File: src/rtl/btb_update_gen_pkg.sv
// -----------------------------------------------------------------------------
// btb_update_gen_pkg
//   Shared types and constants for the BTB update producer.
//   - VLEN                : virtual address width of PCs and targets
//   - BTB_UPD_QUEUE_DEPTH : default depth of the update queue
//   - cf_t                : control-flow type of a resolved instruction
//   - btb_update_t        : {valid, pc, target_address} presented to the BTB
//   - btb_entry_t         : payload of one queued update
//   - is_btb_req()        : qualifies a resolved instruction as a BTB update
// -----------------------------------------------------------------------------
package btb_update_gen_pkg;

  localparam int unsigned VLEN                = 64;
  localparam int unsigned BTB_UPD_QUEUE_DEPTH = 4;

  typedef enum logic [2:0] {
    NoCF   = 3'd0,
    Branch = 3'd1,
    Jump   = 3'd2,
    JumpR  = 3'd3,
    Return = 3'd4
  } cf_t;

  typedef struct packed {
    logic            valid;
    logic [VLEN-1:0] pc;
    logic [VLEN-1:0] target_address;
  } btb_update_t;

  typedef struct packed {
    logic [VLEN-1:0] pc;
    logic [VLEN-1:0] target;
  } btb_entry_t;

  // Only mispredicted indirect jumps train the BTB; nothing is learned while
  // the core is in debug mode or while the pipeline is being flushed.
  function automatic logic is_btb_req(input logic resolved_valid,
                                      input logic mispredict,
                                      input cf_t  cf,
                                      input logic debug_mode,
                                      input logic flush);
    return resolved_valid && mispredict && (cf == JumpR) && !debug_mode && !flush;
  endfunction

endpackage

File: src/rtl/btb_update_gen.sv
// -----------------------------------------------------------------------------
// btb_update_gen
//   Producer side of the BTB update interface. Mispredicted jump-register
//   resolutions are buffered in a small de-duplicating circular queue and
//   emitted toward the BTB one per valid/ready handshake.
//
// Parameters
//   DEPTH     : queue entries (power of two, >= 2)
//   CNT_WIDTH : width of the saturating drop counter
//
// Ports
//   clk_i, rst_ni       : clock, asynchronous active-low reset
//   flush_i             : discard every queued update
//   debug_mode_i        : core in debug mode (no enqueue, no output valid)
//   resolved_valid_i    : branch unit resolved a control-flow instruction
//   resolved_pc_i       : PC of the resolved instruction
//   resolved_target_i   : actual target address
//   resolved_cf_i       : control-flow type
//   mispredict_i        : prediction was wrong
//   btb_update_o        : {valid, pc, target_address} toward the BTB
//   btb_ready_i         : BTB accepts the update this cycle
//   full_o              : queue holds DEPTH entries
//   drop_cnt_o          : saturating count of requests dropped while full
// -----------------------------------------------------------------------------
module btb_update_gen
  import btb_update_gen_pkg::*;
#(
  parameter int unsigned DEPTH     = BTB_UPD_QUEUE_DEPTH,
  parameter int unsigned CNT_WIDTH = 8
) (
  input  logic                 clk_i,
  input  logic                 rst_ni,
  input  logic                 flush_i,
  input  logic                 debug_mode_i,
  input  logic                 resolved_valid_i,
  input  logic [VLEN-1:0]      resolved_pc_i,
  input  logic [VLEN-1:0]      resolved_target_i,
  input  cf_t                  resolved_cf_i,
  input  logic                 mispredict_i,
  output btb_update_t          btb_update_o,
  input  logic                 btb_ready_i,
  output logic                 full_o,
  output logic [CNT_WIDTH-1:0] drop_cnt_o
);

  localparam int unsigned PTR_W = $clog2(DEPTH);
  localparam int unsigned CNT_W = $clog2(DEPTH) + 1;

  typedef logic [PTR_W-1:0] ptr_t;
  typedef logic [CNT_W-1:0] cnt_t;

  // ---------------------------------------------------------------------------
  // State
  // ---------------------------------------------------------------------------
  logic [DEPTH-1:0]     valid_q, valid_d;
  btb_entry_t           entry_q [DEPTH];
  btb_entry_t           entry_d [DEPTH];
  ptr_t                 head_q, head_d;
  ptr_t                 tail_q, tail_d;
  cnt_t                 count_q, count_d;
  logic [CNT_WIDTH-1:0] drop_cnt_q, drop_cnt_d;

  // ---------------------------------------------------------------------------
  // Request qualification, handshake and CAM lookup
  // ---------------------------------------------------------------------------
  logic             req;
  logic             head_valid;
  logic             out_valid;
  logic             pop;
  logic             full;
  logic [DEPTH-1:0] hit_vec;
  logic             hit;
  logic             push;
  logic             drop;

  assign req        = is_btb_req(resolved_valid_i, mispredict_i, resolved_cf_i,
                                 debug_mode_i, flush_i);
  assign head_valid = valid_q[head_q];
  // The output is derived only from stored state (plus the debug gate), so a
  // request can become visible no earlier than the cycle after it arrives.
  assign out_valid  = head_valid && !debug_mode_i;
  assign pop        = out_valid && btb_ready_i;
  assign full       = (count_q == cnt_t'(DEPTH));

  // An entry leaving this cycle must not absorb the request: the BTB is
  // already taking the old target, so the new one has to be queued afresh.
  always_comb begin
    hit_vec = '0;
    for (int i = 0; i < DEPTH; i++) begin
      hit_vec[i] = valid_q[i]
                && (entry_q[i].pc == resolved_pc_i)
                && !(pop && (ptr_t'(i) == head_q));
    end
  end

  assign hit  = |hit_vec;
  assign push = req && !hit && (!full || pop);
  assign drop = req && !hit && full && !pop;

  // ---------------------------------------------------------------------------
  // Next-state logic
  // ---------------------------------------------------------------------------
  // NOTE: every signal written in this block gets a default first, so no path
  // leaves it unassigned and no latch is inferred.
  always_comb begin
    valid_d  = valid_q;
    head_d   = head_q;
    tail_d   = tail_q;
    count_d  = count_q;
    entry_d  = entry_q;

    if (flush_i) begin
      // A handshake in this cycle still reaches the BTB; the queue is simply
      // emptied. Payload is left in place since valid bits gate it.
      valid_d = '0;
      head_d  = '0;
      tail_d  = '0;
      count_d = '0;
    end else begin
      if (pop) begin
        valid_d[head_q] = 1'b0;
        head_d          = head_q + ptr_t'(1);
      end

      // De-duplication keeps at most one live entry per PC, so at most one
      // bit of hit_vec is set; refresh its target in place.
      if (req && hit) begin
        for (int i = 0; i < DEPTH; i++) begin
          if (hit_vec[i]) begin
            entry_d[i].target = resolved_target_i;
          end
        end
      end

      // When full and popping, tail equals head; the pop above cleared the
      // valid bit and the push sets it again for the new occupant.
      if (push) begin
        valid_d[tail_q] = 1'b1;
        entry_d[tail_q] = '{pc: resolved_pc_i, target: resolved_target_i};
        tail_d          = tail_q + ptr_t'(1);
      end

      unique case ({push, pop})
        2'b10:   count_d = count_q + cnt_t'(1);
        2'b01:   count_d = count_q - cnt_t'(1);
        default: count_d = count_q;
      endcase
    end
  end

  // Drop counter survives flush and saturates at all-ones.
  always_comb begin
    drop_cnt_d = drop_cnt_q;
    if (drop && !(&drop_cnt_q)) begin
      drop_cnt_d = drop_cnt_q + CNT_WIDTH'(1);
    end
  end

  // ---------------------------------------------------------------------------
  // Registers
  // ---------------------------------------------------------------------------
  // NOTE: state registers use non-blocking assignments so every flop samples
  // the pre-edge value of every other flop regardless of block ordering.
  always_ff @(posedge clk_i or negedge rst_ni) begin
    if (!rst_ni) begin
      valid_q    <= '0;
      head_q     <= '0;
      tail_q     <= '0;
      count_q    <= '0;
      drop_cnt_q <= '0;
    end else begin
      valid_q    <= valid_d;
      head_q     <= head_d;
      tail_q     <= tail_d;
      count_q    <= count_d;
      drop_cnt_q <= drop_cnt_d;
    end
  end

  // NOTE: the entry payload is deliberately not reset; the valid bits and the
  // output gating make stale pc/target values unobservable, and leaving the
  // wide payload reset-free keeps it mappable onto plain storage.
  always_ff @(posedge clk_i) begin
    entry_q <= entry_d;
  end

  // ---------------------------------------------------------------------------
  // Outputs
  // ---------------------------------------------------------------------------
  // Fields come straight from the head entry, so they are stable while the
  // BTB stalls. The exception is a de-duplicating request that hits the
  // stalled head: the newer target replaces the older one, since the older
  // one is already known to be wrong.
  always_comb begin
    btb_update_o = '0;
    if (head_valid) begin
      btb_update_o.valid          = out_valid;
      btb_update_o.pc             = entry_q[head_q].pc;
      btb_update_o.target_address = entry_q[head_q].target;
    end
  end

  assign full_o     = full;
  assign drop_cnt_o = drop_cnt_q;

endmodule

File: config.mk
export PLATFORM = sky130hd
export DESIGN_NAME = btb_update_gen
export DESIGN_NICKNAME = d
export VERILOG_FILES = /design/src/rtl/btb_update_gen_pkg.sv /design/src/rtl/btb_update_gen.sv
export SDC_FILE = /design/constraint.sdc
export NUM_CORES = 1
export LEC_CHECK = 0
export ABC_AREA = 0
export BUFFER_PORTS_ARGS = -buffer_cell sky130_fd_sc_hd__buf_4
export CORE_MARGIN = 2
export CORE_UTILIZATION = 33
export DETAILED_ROUTE_END_ITERATION = 16
export PLACE_DENSITY = 0.51
export SYNTH_ARGS = -nofsm -noshare
export SYNTH_HDL_FRONTEND = slang
export SYNTH_SLANG_ARGS = --single-unit
File: constraint.sdc
create_clock -name clk_i -period 11.9 [get_ports clk_i]
set_input_delay 1.19 -clock clk_i [delete_from_list [all_inputs] [get_ports clk_i]]
set_output_delay 1.19 -clock clk_i [all_outputs]
set_load 0.01 [all_outputs]
==> flow_summary.json, run 1 <==
{
  "report.final.setup_viol": 0,
  "root_buffer": "clkbuf_16",
  "dp.cells": 2848,
  "drc": 0,
  "synth-seq-area-share_pct": 59.6,
  "comb_power_share_pct": 5.0,
  "synth_cells": 1630,
  "maxSlewViolCount": 0,
  "start_util_pct": 33.2,
  "place_hpwl_um": 42900,
  "cts.sinks": 531,
  "cts_hold_buffers": 0,
  "cts_max_path_buffers": 3,
  "cp_max_fo": 56,
  "cap_viol_max_count": 0,
  "drt_iter0_markers": 732,
  "hold_path.class": "in2async",
  "die_x_um": 288,
  "grt_setup_unrepaired": "false",
  "synth.net_count": 1778,
  "power_leakage_nw": 10.5,
  "tightest_slew_ps": 1190,
  "end_kind": "flip-flop",
  "vias": 14694,
  "cts_setup_buffers": 0,
  "final_common_cell": "edfxtp_1",
  "peakVddDrop_v": 0.000101,
  "synth.distinct_cells": 37,
  "p_switching_mw": 0.922,
  "overflow": 0,
  "die_area_sq_mm": 0.0829,
  "grt_pass1_wl_um": 100000,
  "layoutNonFillerInstCount": 2972,
  "ys_seq_elements": 531,
  "mostFrequentLayoutCells": "edfxtp_1 (512), buf_4 (293), xnor2_1 (266), mux2_2 (232), and2_1 (129)",
  "rows": 104,
  "netlist_area_sq_mm": 0.0266,
  "routed_wl_um": 67700,
  "cts_tree": "done",
  "crit_type": "reg2reg",
  "gp_congestion": 0.775,
  "postSynthAreaPerCell_sq_um": 16.3,
  "finalCriticalPeriod_ps": 5540,
  "r2r_cells": 8,
  "cts_resized": 0,
  "track_usage_pct": 16.1,
  "seq_power_share_pct": 49.5,
  "core_sq_mm": 0.0802,
  "grt_max_degree": 126,
  "h-tree-depth": 3,
  "slew_headroom_pct": 20.6,
  "wl_per_cell_um": 22.8,
  "yosysWarningCount": 0,
  "grt_pass1_vias": 15491,
  "fin_worst_skew_ps": 39.9,
  "fmax_mhz": 181,
  "ant_nets": 0,
  "p_int_mw": 3.38,
  "clkTransAtPathRegs_ps": 60,
  "nNetsFinal": 2004,
  "crit_required_ps": 12120,
  "p_sw_share_pct": 21.4,
  "hold_viol": 0,
  "layout-drive-gt1-share_pct": 40.0,
  "p_clk_share_pct": 45.5,
  "io_buffers": 275,
  "tns_ps": 0,
  "io_pins": 276,
  "status": "complete, no violations",
  "period_share_pct": 46.5,
  "clk_latency_ps": 610,
  "via_per_inst": 4.94,
  "drtPass1Iterations": 4,
  "antenna_found_initial": 12,
  "startpoint_type": "flip-flop",
  "syn2layout_area_growth_pct": 19.1,
  "arrival_ps": 5750,
  "power.density_mw_per_mm2": 136,
  "chipHeight_um": 288,
  "cts_buffers": 66
}
flip-flops by register name, indices dropped and copies added, names as in the netlist:
name        cells
count_q         3
drop_cnt_o      8
entry_q       512
head_q          2
tail_q          2
valid_q         4
power groups by stage:
| stage | clock network, mW | registers, mW | logic (mW) |
|---|---|---|---|
| floorplan | 0 | 2.17 | 0.133 |
| global placement | 0 | 2.17 | 0.211 |
| detailed placement | 0 | 2.17 | 0.217 |
| CTS | 2.02 | 2.13 | 0.217 |
| global route | 2.09 | 2.14 | 0.234 |
| finish | 1.96 | 2.13 | 0.213 |
metal layers:
metal,GRT usage [%],share of wire (%)
met5,0,0.19
met4,3.99,2.1
met3,5.06,6.9
met2,26.3,48
met1,20.7,42
critical path, stage by stage (launching register included):
cell and delay (ps):
dfrtp_4 1030, mux4_4 970, and3b_1 550, nand2_1 100, nand2_1 140, o22ai_2 130, nor3_2 890, and3_4 640
buf_4 630
cell type report:
class / instances / area (sq um)
fillers: 7493 / 48500
flip-flops and latches: 531 / 15900
well taps: 1060 / 1330
multi-input cells: 956 / 10100
clock inverters: 38 / 319
diodes: 3 / 7.51
clock buffers: 83 / 1790
repair buffers: 294 / 2220
inverters: 7 / 33.8
metrics by stage:
step	cell area, sq um	util [%]	power [mW]	hold slack (ps)	setup WS, ps
5_1_grt	31700	39.5	4.46	458	5860
6_report	31700	39.5	4.30	472	6360
4_1_cts	31700	39.5	4.37	437	6120
2_1_floorplan	26600	-	2.30	525	2250
3_5_place_dp	29500	36.9	2.39	511	6170
3_3_place_gp	29500	36.9	2.38	501	6180
cell usage after synthesis:
cell type	count	area share (%)
edfxtp_1	512	58
xnor2_1	266	8.8
mux2_2	232	9.8
and2_1	129	3.0
mux4_2	129	11
clkbuf_1	71	1.0
nand4_1	69	1.6
buf_1	38	0.54
mux2_1	26	1.1
nand2_1	20	0.28
dfrtp_1	19	1.8
nor4_1	17	0.40
buf_6	12	0.51
nor2_1	11	0.16
ha_1	9	0.42
buf_4	8	0.23
nand3_1	8	0.15
a21oi_1	7	0.13
and3_1	7	0.16
buf_2	7	0.13
inv_1	7	0.099
nor3_1	4	0.075
a21oi_4	3	0.18
nor2b_1	3	0.071
mux2i_1	2	0.075
nand2b_1	2	0.047
o22ai_2	2	0.094
a211o_1	1	0.033
a211oi_1	1	0.028
and3b_1	1	0.033
fa_1	1	0.075
nand4b_1	1	0.033
nor2_2	1	0.024
nor3_2	1	0.038
nor4b_1	1	0.033
nor4bb_1	1	0.038
o22ai_1	1	0.024
cells by family (layout without fill, tap and decap cells):
| group | after synthesis | in the layout | share of synthesized area (%) |
|---|---|---|---|
| DFF | 531 | 531 | 59.6 |
| muxes | 389 | 389 | 21.9 |
| and+or+nand+nor | 276 | 276 | 6.20 |
| xor gates and xnor gates | 266 | 266 | 8.76 |
| buffers and inverters | 143 | 422 | 2.50 |
| AOI/OAI and AO/OA | 15 | 15 | 0.494 |
| adders and majority gates | 10 | 10 | 0.499 |
| other | 0 | 3 | 0 |
path summary, 6_finish.rpt:
path,end,from,slack [ps]
max,entry_q[65],head_q[0],6360
min,drop_cnt_o[1],rst_ni,470
max reg2reg,entry_q[65],head_q[0],6360
min reg2reg,drop_cnt_o[6],drop_cnt_o[6],520
max in group asynchronous,head_q[0],rst_ni,11170
min in group clk_i,drop_cnt_o[6],drop_cnt_o[6],520
No activity file was read; power rests on OpenSTA's default activity.
==> run 2: changes to the inputs <==
Settings changed: PLACE_DENSITY 0.51 to 0.53.
Clock period 11.9 ns to 4.92 ns, I/O delays scaled along.
==> run 2 against run 1 <==
  * Critical path depth is 3 lower
  * Clock skew is 8.7 ps lower
  * Global-route usage is 0.087 points higher
  * Via count hardly changed
  * Register-to-register slack worse by 5400 ps
  * Combinational power is 140% higher
  * First-iteration DRC count is 24% higher
  * Critical path type is now reg2out
==> flow_summary.json, run 2 (synthesis gave the netlist of run 1 again) <==
{
  "ant_nets": 0,
  "hold_path.class": "in2reg",
  "core_sq_mm": 0.0802,
  "start_util_pct": 33.2,
  "power_leakage_nw": 10.6,
  "startpoint_type": "flip-flop",
  "finalCriticalPeriod_ps": 4270,
  "path_cells": "buf_4, buf_4, mux4_2, and2_1, buf_4",
  "arrival_ps": 3780,
  "place_hpwl_um": 43800,
  "track_usage_pct": 16.2,
  "rows": 104,
  "path_delay_family": "buffers and inverters",
  "cap_viol_max_count": 0,
  "max_stage_delay_ps": 890,
  "fin_worst_skew_ps": 31.3,
  "mostFrequentLayoutCells": "edfxtp_1 (512), buf_4 (294), xnor2_1 (266), mux2_2 (232), and2_1 (129)",
  "grt_pass1_wl_um": 102000,
  "via_per_inst": 4.93,
  "seq_power_share_pct": 50.7,
  "comb_power_share_pct": 5.1,
  "die_area_sq_mm": 0.0829,
  "io_buffers": 275,
  "met3_usage_pct": 3.99,
  "final_common_cell": "edfxtp_1",
  "grt_util_met1_pct": 21.6,
  "vias": 14696,
  "clkTransAtPathRegs_ps": 60,
  "cts.sinks": 531,
  "top_usage_layer": "met2",
  "cp_max_fo": 47,
  "holdWs_ps": 116,
  "slew_headroom_pct": 31.6,
  "cts_buffers": 60,
  "crit_type": "reg2out",
  "critPathBufInv": 3,
  "overflow": 0,
  "wl_per_cell_um": 22.7,
  "report.final.setup_viol": 0,
  "grt_setup_unrepaired": "false",
  "largest-register": "entry_q",
  "tns_ps": 0,
  "drtPass1Iterations": 5,
  "die_x_um": 288,
  "syn2layout_area_growth_pct": 19.7,
  "peakVddDrop_v": 0.000315,
  "cpMaxStageDelayCell": "buf_4",
  "crit_required_ps": 4430,
  "fmax_mhz": 234,
  "nNetsFinal": 2015,
  "p_sw_share_pct": 21.6,
  "tightest_slew_ps": 1030,
  "largest_reg_flops": 512,
  "drc": 0,
  "routed_wl_um": 67600,
  "total_power_mw": 10.2,
  "grt_pass1_vias": 15710,
  "cts_max_path_buffers": 3,
  "antenna_found_initial": 7,
  "layout-drive-gt1-share_pct": 40.3,
  "power.density_mw_per_mm2": 319,
  "cts_resized": 0,
  "end_kind": "output port",
  "grt_max_degree": 157,
  "h-tree-depth": 2,
  "io_pins": 276,
  "gr-usage-met2_pct": 26.2,
  "hold_viol": 0,
  "cts_tree": "done",
  "chipHeight_um": 288,
  "p_int_mw": 7.97,
  "period_share_pct": 86.9,
  "clk_latency_ps": 630,
  "maxSlewViolCount": 0,
  "drt_iter0_markers": 911,
  "p_switching_mw": 2.20,
  "gp_congestion": 0.765,
  "p_clk_share_pct": 44.2,
  "critPathMostFrequentCell": "buf_4",
  "status": "complete, no violations",
  "root_buffer": "clkbuf_16"
}
[run 2: cell types whose count changed in the layout (fill, tap and decap cells not counted), sizes merged]
cell         delta
buf            +16
bufinv          +3
clkbuf         -15
clkinv          +2
clkinvlp        +3
diode           -1
dlygate4sd3     +1
inv             -1
[run 2: final timing paths]
kind / end / slack [ps] / from / depth (start not counted)
worst min register to register: drop_cnt_o[7] / 510 / drop_cnt_o[7] / 1
max in group asynchronous: head_q[1] / 4320 / rst_ni / 2
worst max register to register: entry_q[12] / 970 / entry_q[364] / 10
min in group asynchronous: count_q[0] / 350 / rst_ni / 2
worst max-delay path: btb_update_o[64] / 650 / head_q[0] / 5
worst min-delay path: entry_q[341] / 120 / resolved_pc_i[21] / 1
[run 2: layout make-up]
| class | count | area (sq um) |
|---|---|---|
| Antenna cell | 2 | 5.00 |
| Clock buffer | 68 | 1530 |
| Clock inverter | 45 | 420 |
| Fill cell | 7467 | 48300 |
| Inverter | 7 | 30.0 |
| Multi-Input combinational cell | 956 | 10100 |
| Sequential cell | 531 | 15900 |
| Tap cell | 1060 | 1330 |
| Timing Repair Buffer | 311 | 2540 |
[run 2: per-layer routing]
layer / part of all wire (%) / wire [um]
met3: 6.6 / 4480
met2: 48 / 32300
met4: 2.5 / 1690
met1: 43 / 29100
met5: 0.096 / 65
[run 2: metrics by stage]
| stage | std cells | utilization [%] | setup slack (ps) | instance area (sq um) |
|---|---|---|---|---|
| floorplan | 1630 | - | 0.0404 | 26600 |
| global placement | 2864 | 37.3 | 795 | 29900 |
| detailed placement | 2864 | 37.3 | 733 | 29900 |
| CTS | 2978 | 39.7 | 397 | 31800 |
| global route | 2979 | 39.7 | 236 | 31800 |
| finish | 2980 | 39.7 | 645 | 31800 |
[run 2: power groups by stage]
| stage | sequential [mW] | combinational [mW] | clock, mW |
|---|---|---|---|
| after floorplan | 5.24 | 0.323 | 0 |
| after global placement | 5.24 | 0.513 | 0 |
| after detailed placement | 5.25 | 0.525 | 0 |
| after CTS | 5.15 | 0.528 | 4.63 |
| after global routing | 5.17 | 0.570 | 4.80 |
| final | 5.15 | 0.518 | 4.50 |
[run 2: timing repair]
action                    in CTS  in global routing
buffers inserted               0                  0
hold endpoints to repair      19                  0
hold buffers                   1                  0
==> run 3: changes to the inputs <==
Settings changed: ABC_AREA 0 to unset, BUFFER_PORTS_ARGS -buffer_cell sky130_fd_sc_hd__buf_4 to unset, CORE_UTILIZATION 33 to 58, DONT_BUFFER_PORTS set to 1, PLACE_DENSITY 0.53 to 0.77.
==> run 3 against run 2 <==
  * Total power is 4.9% lower
  * Clock power is 8.7% lower
  * Global-route usage grew 8.2 points
  * Sequential power about the same
  * Clock skew decreased by 0.77 ps
  * Register-to-register slack worse by 210 ps
  * Clock-buffer cell count stayed put
  * Fmax increased by 2.7%
  * Combinational power down 22%
  * Sequential share of layout area increased by 3.9 points
  * Design area shrank 7.3%
  * Critical path type is now reg2reg
  * Largest cell class unchanged
==> flow_summary.json, run 3 (synthesis gave the netlist of run 1 again) <==
{
  "status": "complete, no violations",
  "arrival_ps": 4450,
  "wl_per_cell_um": 25.3,
  "fillCellCount": 3073,
  "cts_max_path_buffers": 3,
  "die_area_sq_mm": 0.0476,
  "grt_pass1_vias": 14739,
  "drt_iter0_markers": 1187,
  "grt_pass1_wl_um": 87800,
  "end_kind": "flip-flop",
  "crit_required_ps": 5210,
  "mostFrequentLayoutCells": "edfxtp_1 (512), xnor2_1 (266), mux2_2 (232), and2_1 (129), mux4_2 (128)",
  "hold_path.class": "in2reg",
  "track_usage_pct": 24.4,
  "reg2reg_slack_ps": 760,
  "largest_reg_flops": 512,
  "layout-drive-gt1-share_pct": 28.1,
  "crit_type": "reg2reg",
  "crit_start": "head_q[0]",
  "clkTransAtPathRegs_ps": 60,
  "gp_congestion": 0.863,
  "total_power_mw": 9.67,
  "period_share_pct": 84.6,
  "r2r_start": "head_q[0]",
  "power_leakage_nw": 9.30,
  "start_util_pct": 58.7,
  "power.density_mw_per_mm2": 328,
  "h-tree-depth": 2,
  "io_pins": 276,
  "tightest_slew_ps": 1060,
  "maxSlewViolCount": 0,
  "largest-register": "entry_q",
  "final_util_pct": 65.1,
  "report.final.setup_viol": 0,
  "cts_setup_buffers": 0,
  "via_per_inst": 6.20,
  "vias": 14166,
  "root_buffer": "clkbuf_16",
  "clk_latency_ps": 610,
  "place_hpwl_um": 34900,
  "core_sq_mm": 0.0453,
  "rows": 78,
  "drtPass1Iterations": 5,
  "peakVddDrop_v": 0.000326,
  "cp_max_fo": 42,
  "hold_viol": 0,
  "r2r_cells": 8,
  "antenna_found_initial": 2,
  "cap_viol_max_count": 0,
  "fmax_mhz": 240,
  "overflow": 0,
  "drc": 0,
  "cts_tree": "done",
  "tns_ps": 0,
  "grt_max_degree": 109,
  "startpoint_type": "flip-flop",
  "finalCriticalPeriod_ps": 4160,
  "hold_path_depth": 1,
  "cts_hold_buffers": 66,
  "fin_worst_skew_ps": 30.5,
  "holdWs_ps": 91.6,
  "layout_setup_ws_ps": 759,
  "syn2layout_area_growth_pct": 10.9,
  "chipHeight_um": 218,
  "diodes": 0,
  "die_x_um": 218,
  "cts_resized": 0,
  "worstHoldStart": "resolved_target_i[38]",
  "final_common_cell": "edfxtp_1",
  "slew_headroom_pct": 29.3,
  "cts_buffers": 55,
  "ant_nets": 0,
  "post-place-ws_ps": 839,
  "routed_wl_um": 57900,
  "nNetsFinal": 1786,
  "io_buffers": 0,
  "grt_setup_unrepaired": "false",
  "cts.sinks": 531
}
run 3: cell types whose count changed in the layout (fill, tap and decap cells not counted), sizes merged:
cell,change
diode,-2
bufinv,-2
buf,-289
clkinvlp,-2
dlygate4sd3,+65
clkinv,-6
run 3: metal layers:
layer  track usage [%]  routed length, um
met4              8.96               1920
met5                 0                  0
met3              6.99               4830
met2              38.3              27600
met1              32.5              23500
run 3: worst max-delay path, stage by stage, from the launching register on:
cell	delay [ps]
dfrtp_4	480
mux4_4	710
and3b_1	530
nand2_1	130
nand2_1	150
o22ai_2	160
nor3_2	580
and3_4	780
buf_12	270
run 3: power breakdown:
part	internal (mW)	switching, mW
clock network	2.37	1.74
registers	5.10	0.0535
logic	0.236	0.169
total	7.71	1.96
run 3: final timing paths:
kind                                  to
setup / recovery            entry_q[208]
hold / removal               entry_q[38]
setup reg to reg            entry_q[208]
hold reg to reg            drop_cnt_o[6]
max in group asynchronous      head_q[1]
min in group asynchronous  drop_cnt_o[1]
run 3: per-stage QoR:
step                      std cells  area (sq um)
after floorplan                1630         26600
after global placement         2115         27100
after detailed placement       2115         27100
after CTS                      2284         29500
after global routing           2284         29500
final                          2284         29500
run 3: cell type report:
class	count	area (sq um)	area share, %
inverter	7	30.0	0.102
timing repair buffer	87	968	3.28
clock buffer	68	1470	4.97
sequential	531	15900	53.8
tap	600	751	2.55
clock inverter	35	302	1.02
multi-input combinational	956	10100	34.3
